$ cat config.mk
export PLATFORM = sky130hd
export DESIGN_NAME = priority_encoder_serializer
export DESIGN_NICKNAME = d
export VERILOG_FILES = /design/src/rtl/priority_encoder_serializer.sv
export SDC_FILE = /design/constraint.sdc
export NUM_CORES = 1
export LEC_CHECK = 0
export ABC_AREA = 1
export ABC_CLOCK_PERIOD_IN_PS = 2250
export CAP_MARGIN = 20
export CORE_ASPECT_RATIO = 0.9
export CORE_MARGIN = 5
export CORE_UTILIZATION = 30
export CTS_BUF_LIST = sky130_fd_sc_hd__clkbuf_8
export DETAILED_ROUTE_END_ITERATION = 10
export PLACE_DENSITY = 0.57
export SLEW_MARGIN = 10
export SYNTH_ARGS = -nofsm -noshare
export SYNTH_HDL_FRONTEND = slang
export SYNTH_SLANG_ARGS = --single-unit
$ cat constraint.sdc
create_clock -name clk -period 2.25 [get_ports clk]
set_input_delay 0.45 -clock clk [delete_from_list [all_inputs] [get_ports clk]]
set_output_delay 0.45 -clock clk [all_outputs]
set_load 0.05 [all_outputs]
$ cat src/rtl/priority_encoder_serializer.sv
// priority_encoder_serializer: emits the index of every set bit of a captured vector, one per beat
module priority_encoder_serializer #(
  parameter int WIDTH = 16,
  parameter int IDX_W = 4,
  parameter bit LSB_FIRST = 1
) (
  input  logic             clk,
  input  logic             rst,
  input  logic             in_valid,
  output logic             in_ready,
  input  logic [WIDTH-1:0] in_vec,
  output logic             out_valid,
  input  logic             out_ready,
  output logic [IDX_W-1:0] out_index,
  output logic             out_last,
  output logic             out_none,
  output logic             busy
);
  typedef enum logic {IDLE, EMIT} state_t;
  state_t state;
  logic [WIDTH-1:0] pending, rem, src;
  logic [IDX_W-1:0] idx;
  logic last, none;
  always_comb begin
    rem = pending & ~(WIDTH'(1) << out_index);
    src = (state == IDLE) ? in_vec : rem;
    idx = '0;
    for (int i = 0; i < WIDTH; i++)
      if (src[LSB_FIRST ? WIDTH-1-i : i]) idx = IDX_W'(LSB_FIRST ? WIDTH-1-i : i);
    none = (src == '0);
    last = ((src & (src - WIDTH'(1))) == '0);
  end
  always_ff @(posedge clk) begin
    if (rst) begin
      state     <= IDLE;
      pending   <= '0;
      in_ready  <= 1'b1;
      out_valid <= 1'b0;
      out_index <= '0;
      out_last  <= 1'b0;
      out_none  <= 1'b0;
      busy      <= 1'b0;
    end else if (state == IDLE) begin
      if (in_valid && in_ready) begin
        state     <= EMIT;
        pending   <= in_vec;
        in_ready  <= 1'b0;
        out_valid <= 1'b1;
        busy      <= 1'b1;
        out_index <= idx;
        out_last  <= last;
        out_none  <= none;
      end
    end else if (out_ready) begin
      if (out_last) begin
        state     <= IDLE;
        pending   <= '0;
        in_ready  <= 1'b1;
        out_valid <= 1'b0;
        busy      <= 1'b0;
        out_index <= '0;
        out_last  <= 1'b0;
        out_none  <= 1'b0;
      end else begin
        pending   <= rem;
        out_index <= idx;
        out_last  <= last;
        out_none  <= none;
      end
    end
  end
endmodule

==> impl_metrics.yaml, run 1 <==
outcome:
  status: "finished clean"
logic_synthesis:
  syn_inst: 285
  synth_top_area_cell: "dfxtp_1"
  synthTopCellsByArea: "dfxtp_1 (26%), nand2_1 (11%), nand4_1 (8.1%)"
  synth.top_cell.area_share_pct: 26.0
  syn_nets: 305
  synth_warnings: 0
  ys_types: 34
  synth-seq-area-share_pct: 26.0
  synth_flop_cell: "dfxtp_1"
  synth_edf_count: 0
  synthesis.area_mm2: 0.00193
  avgSynthCellArea_um2: 6.76
  async_reset_ff_share_pct: 0
  ys_ff_latch: 25
worst_setup_path:
  arrival_ns: 2.27
  start_kind: "register"
  endpoint_kind: "register"
  required_ns: 2.48
  cp_max_fo: 11
  crit_chain: "inv_4, nand4_1, nand3_1, nand2_2, nor2_4, nand2_4, clkinv_4, nand2_2, a21boi_0, o21ai_1, a211oi_2, nand3_1, a21oi_2"
  path_class: "register to register"
  worst_path_max_delay_cell: "dfxtp_2"
  worstReg2RegStart: "out_index[0]"
  slowest_delay_ns: 0.43
  critPathBufInv: 2
  critPathLaunch: "out_index[0]"
  critPathTopFamily: "simple AND/OR/NAND/NOR gates"
timing:
  slew_headroom_pct: 61.1
  setup_ws_ns: 0.209
  fin_setup_tns_ns: 0
  fin_skew_ns: 0.00451
  post-route-period-util_pct: 90.7
  maxSlewViolCount: 0
  worstMarginPinSlew_ns: 0.580
  fin_crit_ns: 2.04
  setup_viol: 0
  hold_viol: 0
  max_freq_mhz: 490
  rsz0062_at_grt: "false"
placed_design:
  place_ws_ns: 0.0589
  hpwl_mm: 4.19
  gp_congestion: 0.865
  portBuffers: 28
  dp.cells: 395
cells_and_area:
  area_growth_pct: 21.3
  n_antenna_cell: 0
  nets: 333
  final_layout_size_suffix_gt1_share_pct: 22.8
  final_cells: 399
  mostFrequentLayoutCell: "nand2_1"
  layout_common_cells: "nand2_1 (58), inv_1 (27), nand4_1 (25), clkdlybuf4s50_1 (24), dfxtp_1 (22)"
  multiInputGateArea_mm2: 0.00117
  fillers: 680
  regArea_um2: 504
grt:
  grt_max_degree: 20
  antenna_found_initial: 0
  globalRouteTotalUtil_pct: 14.4
  overflow: 0
  grt_pass1_wl_mm: 9.33
  grt_pass1_vias: 1915
die:
  initial_core_util_pct: 31.1
  die_height_um: 86.0
  die_x_um: 94.5
  core_mm2: 0.00618
  ios: 29
  num_rows: 27
  die-area_mm2: 0.00812
routing:
  totalWireLength_mm: 5.62
  dr.pass1.iters: 4
  num_vias: 1962
  routed_via_density: 4.92
  wl_per_cell_um: 14.1
  drc: 0
  ant_nets: 0
  drt-initial-drc-count: 107
clocking:
  ctsHtreeMaxLevel: 1
  cts_hold_buffers: 0
  clk_pin_slew_ns: 0.10
  cts_tree: "done"
  clock_latency_ns: 0.28
  cts_inserted_buffers: 3
  clockBufferDepth: 2
  cts_root_buffer: "clkbuf_8"
  numClockSinks: 25
power_and_ir_drop:
  sw_frac_of_total_pct: 39.1
  p_comb_share_pct: 35.8
  p_clk_share_pct: 22.9
  p_int_mw: 0.778
  seqPwrFrac_pct: 41.3
  power.switching_mw: 0.500
  ir_drop_mv: 0.218
  p_per_area_mw_per_mm2: 547
  p_leak_nw: 0.966
run:
  maxCapViolCount: 0
hold_path:
  hp-class: "register to register"
  hp-start: "pending[14]"
stage by stage:
step,utilization [%],hold WS (ns),cell area [um^2],power [mW]
after detailed placement,36.7,0.462,2270,0.988
after floorplan,-,0.446,1930,0.861
after CTS,37.4,0.476,2310,1.28
after global routing,37.8,0.492,2340,1.36
after global placement,36.7,0.459,2270,0.983
final,37.8,0.474,2340,1.28
kinds of logic after synthesis:
group / after synthesis / synth area share [%]
simple gates: 156 / 44.1
compound gates: 54 / 16.2
buf+inv: 50 / 13.7
flops: 25 / 26.0
final cells by class:
class,count,share of cell area [%]
multi-input combinational,210,50.3
sequential,25,21.6
timing repair buffer,38,14.9
inverter,35,6.59
tap,87,4.66
clock buffer,3,1.77
clock inverter,1,0.161
synthesized netlist by cell type, types with 2 or more instances:
| library cell | count |
|---|---|
| a21oi_1 | 12 |
| a21oi_2 | 2 |
| a31oi_1 | 15 |
| buf_1 | 2 |
| buf_6 | 7 |
| clkbuf_1 | 5 |
| clkinv_1 | 2 |
| clkinv_4 | 2 |
| dfxtp_1 | 25 |
| inv_1 | 26 |
| inv_2 | 2 |
| inv_4 | 2 |
| nand2_1 | 58 |
| nand2_2 | 18 |
| nand2_4 | 3 |
| nand3_1 | 18 |
| nand3_2 | 3 |
| nand4_1 | 25 |
| nand4_2 | 2 |
| nor2_1 | 14 |
| nor2_2 | 6 |
| nor2_4 | 4 |
| nor3_1 | 2 |
| o21ai_0 | 19 |
| o21ai_1 | 2 |
registers in the layout, indices dropped and copies added (netlist names):
name       count
out_none       1
in_ready       1
out_last       1
out_index      4
busy           1
pending       16
state          1
layer usage:
metal	part of all wire, %	global-route usage [%]	vias up
li1	-	-	1025
met5	0	0	-
met3	5.2	2.63	5
met2	47	23.3	35
met1	47	19.8	897
met4	0.73	3.28	0
worst reg2reg max path, delay by kind of cell, from the launching register on:
family | cells | cell delay (ns)
buffers and inverters | 2 | 0.22
DFF | 1 | 0.43
AOI/OAI and AO/OA | 4 | 0.60
and+or+nand+nor | 7 | 0.76
power by group through the flow:
| stage | Sequential [mW] | Combinational (mW) | Clock (mW) |
|---|---|---|---|
| finish | 0.529 | 0.457 | 0.293 |
| global route | 0.534 | 0.509 | 0.317 |
| CTS | 0.526 | 0.454 | 0.301 |
| detailed placement | 0.536 | 0.452 | 0 |
| global placement | 0.535 | 0.449 | 0 |
| floorplan | 0.544 | 0.317 | 0 |
repair_timing:
action | 4_1_cts | 5_1_grt
endpoints found under the setup margin | 0 | 5
resized for setup | 0 | 9
setup buffers | 0 | 0
path summary, 6_finish.rpt:
check | endpoint | slack, ns | cells past startpoint
min reg2reg | pending[14] | 0.47 | 2
max | out_last | 0.21 | 13
max reg2reg | out_last | 0.21 | 13
min | pending[14] | 0.47 | 2
(Power assumes the default switching activity.)
==> run 2: changes to the inputs <==
ABC_CLOCK_PERIOD_IN_PS = 2450   (was 2250)
SLEW_MARGIN = 15   (was 10)
clock period = 2.45 ns   (was 2.25 ns; I/O delays follow)
==> run 2 against run 1 <==
  * Sequential power decreased by 8.3%
  * Die area unchanged
  * Setup slack worse by 0.14 ns
  * Utilization shrank 0.45 points
  * First-iteration DRC count fell by 25%
  * Largest cell class unchanged
  * Critical path type is now register to output pin
==> impl_metrics.yaml, run 2 (synthesis gave the netlist of run 1 again) <==
routing:
  drt-initial-drc-count: 80
  totalWireLength_mm: 5.22
  ant_nets: 0
  num_vias: 1956
  dr.pass1.iters: 4
  routed_via_density: 4.93
  wl_per_cell_um: 13.2
  drc: 0
power_and_ir_drop:
  p_int_mw: 0.713
  p_per_area_mw_per_mm2: 498
  p_comb_share_pct: 35.4
  p_leak_nw: 0.941
  seqPwrFrac_pct: 42.1
  p_clk_share_pct: 22.5
  power.switching_mw: 0.438
  sw_frac_of_total_pct: 38.0
  ir_drop_mv: 0.193
placed_design:
  gp_congestion: 0.830
  portBuffers: 28
  hpwl_mm: 4.10
die:
  die-area_mm2: 0.00812
  initial_core_util_pct: 31.1
  num_rows: 27
  die_height_um: 86.0
  ios: 29
  core_mm2: 0.00618
  die_x_um: 94.5
clocking:
  ctsHtreeMaxLevel: 1
  cts_setup_buffers: 0
  numClockSinks: 25
  cts_root_buffer: "clkbuf_8"
  clk_pin_slew_ns: 0.10
  cts_inserted_buffers: 3
  postCtsResizedCells: 0
  clock_latency_ns: 0.27
  clockBufferDepth: 2
  cts_hold_buffers: 0
  cts_tree: "done"
hold_path:
  hp-class: "register to register"
worst_setup_path:
  worstReg2RegStart: "out_index[0]"
  rrSetupSlack_ns: 0.23
  crit-reg2reg-capture: "out_last"
  reg2regPathDepth: 14
  cp_max_fo: 11
  crit_end: "out_index[0]"
  critPathBufInv: 1
  endpoint_kind: "output pin"
  crit_chain: "clkdlybuf4s50_1"
  start_kind: "register"
  critPathTopFamily: "buffers and inverters"
  path_class: "register to output pin"
  slowest_delay_ns: 0.92
  worst-path-stages: 1
  required_ns: 1.96
  critPathLaunch: "out_index[0]"
  arrival_ns: 1.89
  worst_path_max_delay_cell: "clkdlybuf4s50_1"
timing:
  hold_viol: 0
  fin_crit_ns: 2.38
  setup_viol: 0
  rsz0062_at_grt: "false"
  worstMarginPinSlew_ns: 0.583
  max_freq_mhz: 420
  post-route-period-util_pct: 97.3
  maxSlewViolCount: 0
  fin_skew_ns: 0.00565
  fin_setup_tns_ns: 0
  slew_headroom_pct: 61.1
  timing.hold.ws_ns: 0.475
grt:
  globalRouteTotalUtil_pct: 13.7
  grt_pass1_wl_mm: 8.91
  grt_pass1_vias: 1883
  antenna_found_initial: 0
  grt_max_degree: 19
  overflow: 0
cells_and_area:
  n_antenna_cell: 0
  nets: 331
  layout_common_cells: "nand2_1 (58), clkdlybuf4s50_1 (28), inv_1 (26), nand4_1 (25), dfxtp_1 (25)"
  top_register: "pending"
  area_growth_pct: 19.9
  largest_register_ffs: 16
  multiInputGateArea_mm2: 0.00116
  fillers: 693
  regArea_um2: 500
  final_layout_size_suffix_gt1_share_pct: 19.7
  reg_top3: "pending: 16 flops, out_index: 4 flops"
  mostFrequentLayoutCell: "nand2_1"
outcome:
  status: "finished clean"
run:
  maxCapViolCount: 0
## run 2: cell count changes in the layout (fill, tap and decap cells not counted), moves of 3 or more
cell / before / now
clkdlybuf4s50_1: 24 / 28
buf_4: 13 / 8
dfxtp_1: 22 / 25
dfxtp_2: 3 / 0
## run 2: worst min-delay path by stage
stage / start / slack [ns] / endpoint / cells past startpoint
final: out_none / 0.48 / out_none / 2
after CTS: pending[14] / 0.48 / pending[14] / 2
after floorplan: pending[14] / 0.45 / pending[14] / 2
after detailed placement: pending[14] / 0.47 / pending[14] / 2
after global routing: pending[14] / 0.49 / pending[14] / 2
after global placement: pending[14] / 0.46 / pending[14] / 2
## run 2: final cells by class
cell class	instances	area share, %
multi-input combinational	210	50.3
clock inverter	1	0.217
timing repair buffer	36	14.7
tap	87	4.72
sequential	25	21.7
clock buffer	3	1.79
inverter	35	6.56
## run 2: power by group through the flow
stage,Sequential (mW),Combinational [mW],Clock [mW]
floorplan,0.500,0.291,0
global placement,0.492,0.406,0
detailed placement,0.494,0.408,0
CTS,0.484,0.409,0.270
global route,0.490,0.455,0.284
finish,0.485,0.407,0.259
## run 2: routing by layer
layer  vias up  part of all wire, %  global-route usage (%)  wire, um
met2        49                   46                    22.7      2390
li1       1018                    -                       -         -
met3         4                  5.9                    3.33       309
met5         -                    0                       0         0
met1       885                   47                    18.0      2470
met4         0                 0.94                    2.75        49
## run 2: per-stage QoR
stage	setup WS (ns)	power, mW	cells	area [um^2]	util [%]
3_3_place_gp	0.189	0.899	393	2260	36.6
2_1_floorplan	0.387	0.791	285	1930	-
4_1_cts	0.0644	1.16	397	2310	37.3
5_1_grt	0.0115	1.23	397	2310	37.3
3_5_place_dp	0.199	0.901	393	2260	36.6
6_report	0.0668	1.15	397	2310	37.3
## run 2: worst register-to-register path, delay by kind of cell, from the launching register on
family | cells | cell delay [ns]
flip-flops | 1 | 0.70
buffers and inverters | 1 | 0.06
AND/OR/NAND/NOR | 11 | 1.15
AO/OA/AOI/OAI | 2 | 0.26
==> run 3: changes to the inputs <==
ABC_CLOCK_PERIOD_IN_PS = 2400   (was 2450)
CORE_MARGIN = 3   (was 5)
clock period = 2.4 ns   (was 2.45 ns; I/O delays follow)
==> run 3 against run 2 <==
  * Non-clock buffer count is the same
  * Largest cell class unchanged
  * Critical path depth is the same
  * Count of clock-buffer cells in the layout is the same
  * Largest power group unchanged
  * Routed wire length shrank 0.21%
  * Sequential power grew 2%
  * Clock power grew 2%
==> impl_metrics.yaml, run 3 (synthesis gave the netlist of run 1 again) <==
worst_setup_path:
  endpoint_kind: "output pin"
  crit-reg2reg-capture: "out_last"
  reg2regPathDepth: 12
  cp_max_fo: 11
  arrival_ns: 1.85
  slowest_delay_ns: 0.91
  required_ns: 1.92
  crit_chain: "clkdlybuf4s50_1"
  worstReg2RegStart: "out_index[2]"
  worst_path_max_delay_cell: "clkdlybuf4s50_1"
  rrSetupSlack_ns: 0.27
  critPathBufInv: 1
  start_kind: "register"
  critPathTopFamily: "buffers and inverters"
  path_class: "register to output pin"
die:
  die_x_um: 90.5
  die-area_mm2: 0.00742
  initial_core_util_pct: 31.1
  num_rows: 27
  core_mm2: 0.00618
  die_height_um: 82.0
  ios: 29
clocking:
  clk_pin_slew_ns: 0.09
  clock_latency_ns: 0.28
  ctsHtreeMaxLevel: 1
  cts_setup_buffers: 0
  cts_tree: "done"
  numClockSinks: 25
  cts_root_buffer: "clkbuf_8"
  clockBufferDepth: 2
  cts_inserted_buffers: 3
routing:
  totalWireLength_mm: 5.21
  num_vias: 1946
  drt-initial-drc-count: 99
  wl_per_cell_um: 13.1
  routed_via_density: 4.90
  ant_nets: 0
  drc: 0
  dr.pass1.iters: 4
cells_and_area:
  area_growth_pct: 20.7
  layout_common_cells: "nand2_1 (58), inv_1 (27), clkdlybuf4s50_1 (27), nand4_1 (25), dfxtp_1 (24)"
  n_antenna_cell: 0
  nets: 331
  final_cells: 397
  largest_register_ffs: 16
  final_layout_size_suffix_gt1_share_pct: 19.7
  reg_top3: "pending: 16 flops, out_index: 4 flops"
  top_register: "pending"
  final_cell_area_mm2: 0.00232
  mostFrequentLayoutCell: "nand2_1"
grt:
  overflow: 0
  grt_max_degree: 32
  grt_pass1_vias: 1948
  grt_pass1_wl_mm: 9.14
  antenna_found_initial: 0
  globalRouteTotalUtil_pct: 14.9
timing:
  fin_skew_ns: 0.00659
  maxSlewViolCount: 0
  rsz0062_at_grt: "false"
  fin_crit_ns: 2.33
  hold_viol: 0
  post-route-period-util_pct: 97.0
  setup_viol: 0
  slew_headroom_pct: 63.2
  max_freq_mhz: 429
  worstMarginPinSlew_ns: 0.549
  fin_setup_tns_ns: 0
run:
  maxCapViolCount: 0
placed_design:
  gp_congestion: 0.908
  place_area_mm2: 0.00227
  dp.cells: 393
  portBuffers: 28
  hpwl_mm: 3.98
power_and_ir_drop:
  p_per_area_mw_per_mm2: 507
  ir_drop_mv: 0.176
  p_leak_nw: 0.965
hold_path:
  min_path_cells: 2
  hp-start: "out_none"
  whs_endpoint: "out_none"
  hp-class: "register to register"
outcome:
  status: "finished clean"
run 3: cell count changes in the layout (fill, tap and decap cells not counted), sizes merged:
cell / delta
clkdlybuf4s50: -1
dlymetal6s2s: +1
clkinv: -1
inv: +1
run 3: metrics by stage:
step / hold slack (ns) / setup WS [ns] / total power, mW / util [%]
2_1_floorplan: 0.446 / 0.337 / 0.807 / -
3_3_place_gp: 0.461 / 0.193 / 0.921 / 36.8
3_5_place_dp: 0.460 / 0.208 / 0.925 / 36.8
4_1_cts: 0.475 / 0.0346 / 1.19 / 37.5
5_1_grt: 0.488 / 0.00669 / 1.27 / 37.6
6_report: 0.474 / 0.0710 / 1.18 / 37.6
run 3: worst max-delay path by stage:
stage                        end  slack [ns]  cells after the start         start
global placement        out_last        0.19                     12     in_vec[3]
detailed placement      out_last        0.21                     14     in_vec[3]
global route            out_last       0.007                     14  out_index[1]
CTS                 out_index[3]        0.03                      1  out_index[3]
floorplan               out_last        0.34                     15  out_index[0]
finish              out_index[2]        0.07                      1  out_index[2]
run 3: what timing repair did:
item / CTS / global route
setup endpoints to repair: 0 / 3
hold buffers: 0 / 0
gates resized for setup: 0 / 2
run 3: final cells by class:
class / instances / area (um^2)
clock inverters: 1 / 3.75
fillers: 695 / 3860
repair buffers: 36 / 355
clock buffers: 3 / 41.3
multi-input cells: 210 / 1160
inverters: 35 / 151
well taps: 87 / 109
flip-flops and latches: 25 / 502
run 3: report_power, final:
group	switching, mW	total, mW	internal [mW]
sequential	0.0404	0.495	0.455
combinational	0.258	0.419	0.161
clock	0.148	0.263	0.115
total	0.447	1.18	0.731
run 3: routing by layer:
layer	wire (um)	vias up	GRT usage [%]	share of wire, %
met2	2360	46	25.5	45
met1	2560	871	18.9	49
met4	72	0	4.89	1.4
li1	-	1021	-	-
met3	224	8	3.21	4.3
met5	0	-	0	0
